<file path="config.mk">
export PLATFORM = sky130hd
export DESIGN_NAME = serial_subtractor
export DESIGN_NICKNAME = d
export VERILOG_FILES = /design/src/rtl/serial_subtractor.sv
export SDC_FILE = /design/constraint.sdc
export NUM_CORES = 1
export LEC_CHECK = 0
export CAP_MARGIN = 20
export CORE_MARGIN = 8
export CORE_UTILIZATION = 25
export DETAILED_ROUTE_END_ITERATION = 6
export GPL_TIMING_DRIVEN = 0
export PLACE_DENSITY = 0.53
export SLEW_MARGIN = 5
export SYNTH_ARGS = -nofsm -noshare
export SYNTH_HDL_FRONTEND = slang
export SYNTH_SLANG_ARGS = --single-unit
</file>
<file path="constraint.sdc">
create_clock -name clk -period 1.7 [get_ports clk]
set_input_delay 0.17 -clock clk [delete_from_list [all_inputs] [get_ports clk]]
set_output_delay 0.17 -clock clk [all_outputs]
set_load 0.1 [all_outputs]
</file>
<file path="src/rtl/serial_subtractor.sv">
// Bit-serial LSB-first subtractor D = a - b with start/busy/done handshake.
// Optional signed-overflow output enabled by defining SERIAL_SUB_OVF_EN.
module serial_subtractor #(
  parameter int WIDTH = 8
) (
  input  logic             clk,
  input  logic             rst,
  input  logic             start,
  input  logic [WIDTH-1:0] a,
  input  logic [WIDTH-1:0] b,
  output logic             busy,
  output logic             done,
  output logic [WIDTH-1:0] D,
`ifdef SERIAL_SUB_OVF_EN
  output logic             Bout,
  output logic             ovf
`else
  output logic             Bout
`endif
);

  localparam int CW = $clog2(WIDTH);

  typedef enum logic [1:0] {
    IDLE  = 2'd0,
    SHIFT = 2'd1,
    DONE  = 2'd2
  } state_t;

  state_t           state;
  logic [WIDTH-1:0] sh_a;
  logic [WIDTH-1:0] sh_b;
  // Holds the WIDTH-1 already-computed bits; the final bit completes it.
  logic [WIDTH-2:0] res;
  logic [CW-1:0]    cnt;
  logic             borrow;
`ifdef SERIAL_SUB_OVF_EN
  logic             sign_a;
  logic             sign_b;
`endif

  logic             d_bit;
  logic             bw_next;
  logic [WIDTH-1:0] full;

  // Full-subtractor cell on the current LSBs.
  always_comb begin
    d_bit   = sh_a[0] ^ sh_b[0] ^ borrow;
    bw_next = (~sh_a[0] & sh_b[0]) | (~(sh_a[0] ^ sh_b[0]) & borrow);
    full    = {d_bit, res};
  end

  // NOTE: all state uses non-blocking assignments so every register samples
  // pre-edge values, which keeps the cell, shift and counter updates coherent.
  always_ff @(posedge clk) begin
    if (rst) begin
      state  <= IDLE;
      sh_a   <= '0;
      sh_b   <= '0;
      res    <= '0;
      cnt    <= '0;
      borrow <= 1'b0;
      busy   <= 1'b0;
      done   <= 1'b0;
      D      <= '0;
      Bout   <= 1'b0;
`ifdef SERIAL_SUB_OVF_EN
      sign_a <= 1'b0;
      sign_b <= 1'b0;
      ovf    <= 1'b0;
`endif
    end else begin
      case (state)
        IDLE: begin
          done <= 1'b0;
          if (start) begin
            sh_a   <= a;
            sh_b   <= b;
            borrow <= 1'b0;
            cnt    <= '0;
            busy   <= 1'b1;
            state  <= SHIFT;
`ifdef SERIAL_SUB_OVF_EN
            sign_a <= a[WIDTH-1];
            sign_b <= b[WIDTH-1];
`endif
          end
        end
        SHIFT: begin
          sh_a   <= sh_a >> 1;
          sh_b   <= sh_b >> 1;
          res    <= full[WIDTH-1:1];
          borrow <= bw_next;
          cnt    <= cnt + 1'b1;
          if (cnt == CW'(WIDTH - 1)) begin
            state <= DONE;
            busy  <= 1'b0;
            done  <= 1'b1;
            D     <= full;
            Bout  <= bw_next;
`ifdef SERIAL_SUB_OVF_EN
            ovf   <= (sign_a ^ sign_b) & (sign_a ^ d_bit);
`endif
          end
        end
        DONE: begin
          done  <= 1'b0;
          state <= IDLE;
        end
        default: begin
          state <= IDLE;
          busy  <= 1'b0;
          done  <= 1'b0;
        end
      endcase
    end
  end

endmodule

</file>
==> flow_summary.toml <==
[clock_tree]
cts.htree.levels = 2
clk_latency_ns = 0.29
cts_root_buffer = "clkbuf_8"
cts_buffers = 5
cts.sinks = 40
holdBufCountCts = 0
cts_resized = 12
clk_pin_slew_ns = 0.07
post_cts_buffers = 0
cts_tree = "yes"
clockBufferDepth = 2

[grt]
grt.overflow.total = 0
antenna_found_initial = 0
grt_max_degree = 12
grt_pass1_wl_mm = 7.02
grt_pass1_vias = 1528
grt_usage_pct = 8.93

[sta]
finalCriticalPeriod_ns = 1.66
worst_pin_slew_ns = 0.965
fmax_mhz = 601
setup_tns_ns = 0
setup-violations-final = 0
rsz0062_at_grt = "no"
drv_slew = 0
skew_ns = 0.00234
finalHoldViolCount = 0
min_period_over_period_pct = 97.9
relSlewSlack_pct = 35.9

[setup_path]
cp-end-kind = "output port"
required_ns = 1.53
cp_slowest_stage_delay_ns = 0.86
crit_fanout = 2
path_delay_family = "buffers and inverters"
path_buf_inv = 1
crit_chain = "dlygate4sd2_1"
criticalPathCategory = "flop to output port"
cp_data_arrival_time_ns = 1.49
slowest_stage = "dlygate4sd2_1"
cp-start-kind = "flop"

[final_layout]
syn2layout_area_growth_pct = 27.1
nets = 255
num_antenna_cells = 0
drive_above_1_share_pct = 10.7
mostFrequentLayoutCells = "nand2_1 (53), dfxtp_1 (40), a21oi_1 (23), nor2_1 (18), clkdlybuf4s50_1 (17)"
fin_util_pct = 33.0
fillCellCount = 695
final_common_cell = "nand2_1"

[routing]
vias = 1439
drcViolationCount = 0
drt_iter0_drc = 42
routed_via_density = 4.63
wire_per_inst_um = 13.0
routed_wl_mm = 4.03
ant_nets = 0
firstDrtPassIters = 4

[floorplan]
num_rows = 29
die_h_um = 97.5
start_util_pct = 26.0
die-width_um = 97.5
dieArea_sq_um = 9500
ios = 30
core-area_sq_um = 6390

[logic_synthesis]
synth_fa_ha_area_share_pct = 2.71
ys_ff_latch = 40
syn_nets = 220
synthCells = 198
syn_avg_cell_area_sq_um = 8.38
synth-compound-area-share_pct = 18.2
synthXorXnorAreaFrac_pct = 0
yosysSeqAreaShare_pct = 48.3
synth_top_family_by_area = "simple AND/OR/NAND/NOR gates"
netlist_area_sq_um = 1660
synthDistinctLibCells = 23
synth_warnings = 0
synth_simple_gate_area_share_pct = 24.0
synth_mux_area_share_pct = 0.603

[place]
gp_congestion = 0.738
hpwl_mm = 2.85
io_buffers = 28

[status]
status = "completed"

[power_and_ir_drop]
peakVddDrop_mv = 0.325
p_leak_uw = 0.000778
powerDensity_nw_per_um2 = 890

[hold_path]
hp-class = "input port to flop"

[run]
cap_violations = 0
## worst paths after layout
check | start | endpoint | slack (ns) | cells past startpoint
min reg2reg | D[6] | D[6] | 0.45 | 2
min | rst | res[2] | 0.30 | 2
max reg2reg | cnt[0] | D[3] | 0.20 | 5
max | done | done | 0.04 | 1
## final cells by class
| cell class | count | area [sq um] | area share (%) |
|---|---|---|---|
| inverters | 3 | 11.3 | 0.534 |
| repair buffers | 28 | 264 | 12.5 |
| flip-flops and latches | 40 | 801 | 38.0 |
| well taps | 77 | 96.3 | 4.57 |
| plain buffers | 16 | 92.6 | 4.39 |
| clock buffers | 8 | 90.1 | 4.27 |
| multi-input cells | 139 | 754 | 35.8 |
## metal layers
metal  GRT usage (%)  wire length (um)  part of all wire (%)
met1            10.6              1910                    47
met2            13.7              1820                    45
met3            2.77               196                   4.9
met4            5.59               104                   2.6
met5               0                 0                     0
## flip-flops by register name (all words and copies together) (netlist names)
| register | count |
|---|---|
| borrow | 1 |
| cnt | 3 |
| done | 1 |
| D | 8 |
| res | 7 |
| sh_a | 8 |
| state | 2 |
| busy | 1 |
| Bout | 1 |
| sh_b | 8 |
## power by group
group,switching (uW),internal (uW)
sequential,21.2,977
clock,316,331
combinational,131,102
## metrics by stage
step / setup WS (ns) / cells / hold WS [ns] / area (sq um) / total power [uW]
final: 0.0364 / 311 / 0.299 / 2110 / 1880
after global routing: 0.000414 / 311 / 0.313 / 2110 / 1970
after CTS: 0.00131 / 311 / 0.287 / 2110 / 1910
after detailed placement: 0.0368 / 303 / 0.451 / 2040 / 1260
after global placement: 0.0398 / 303 / 0.444 / 2040 / 1250
after floorplan: 0.368 / 198 / 0.330 / 1660 / 1170
## logic make-up (layout without fill, tap and decap cells)
group | count (synthesis) | after routing
buffers and inverters | 19 | 55
AND/OR/NAND/NOR | 94 | 94
adder cells (fa/ha/maj) | 3 | 3
flip-flops | 40 | 40
AO/OA/AOI/OAI | 41 | 41
multiplexers | 1 | 1
## cell usage after synthesis, drive strengths merged
master | count | share of area, %
nor3 | 2 | 0.60
and2b | 1 | 0.45
clkbuf | 3 | 0.68
nand3 | 12 | 3.6
fa | 1 | 1.2
a21oi | 23 | 6.9
inv | 3 | 0.68
buf | 13 | 4.9
nand2 | 53 | 12
nand2b | 4 | 1.5
dfxtp | 40 | 48
o21ai | 2 | 0.60
nor2b | 1 | 0.38
mux2i | 1 | 0.60
a311oi | 15 | 10
nand3b | 3 | 1.4
ha | 2 | 1.5
o21bai | 1 | 0.45
nor2 | 18 | 4.1
Power figures use the tool's default switching activity.
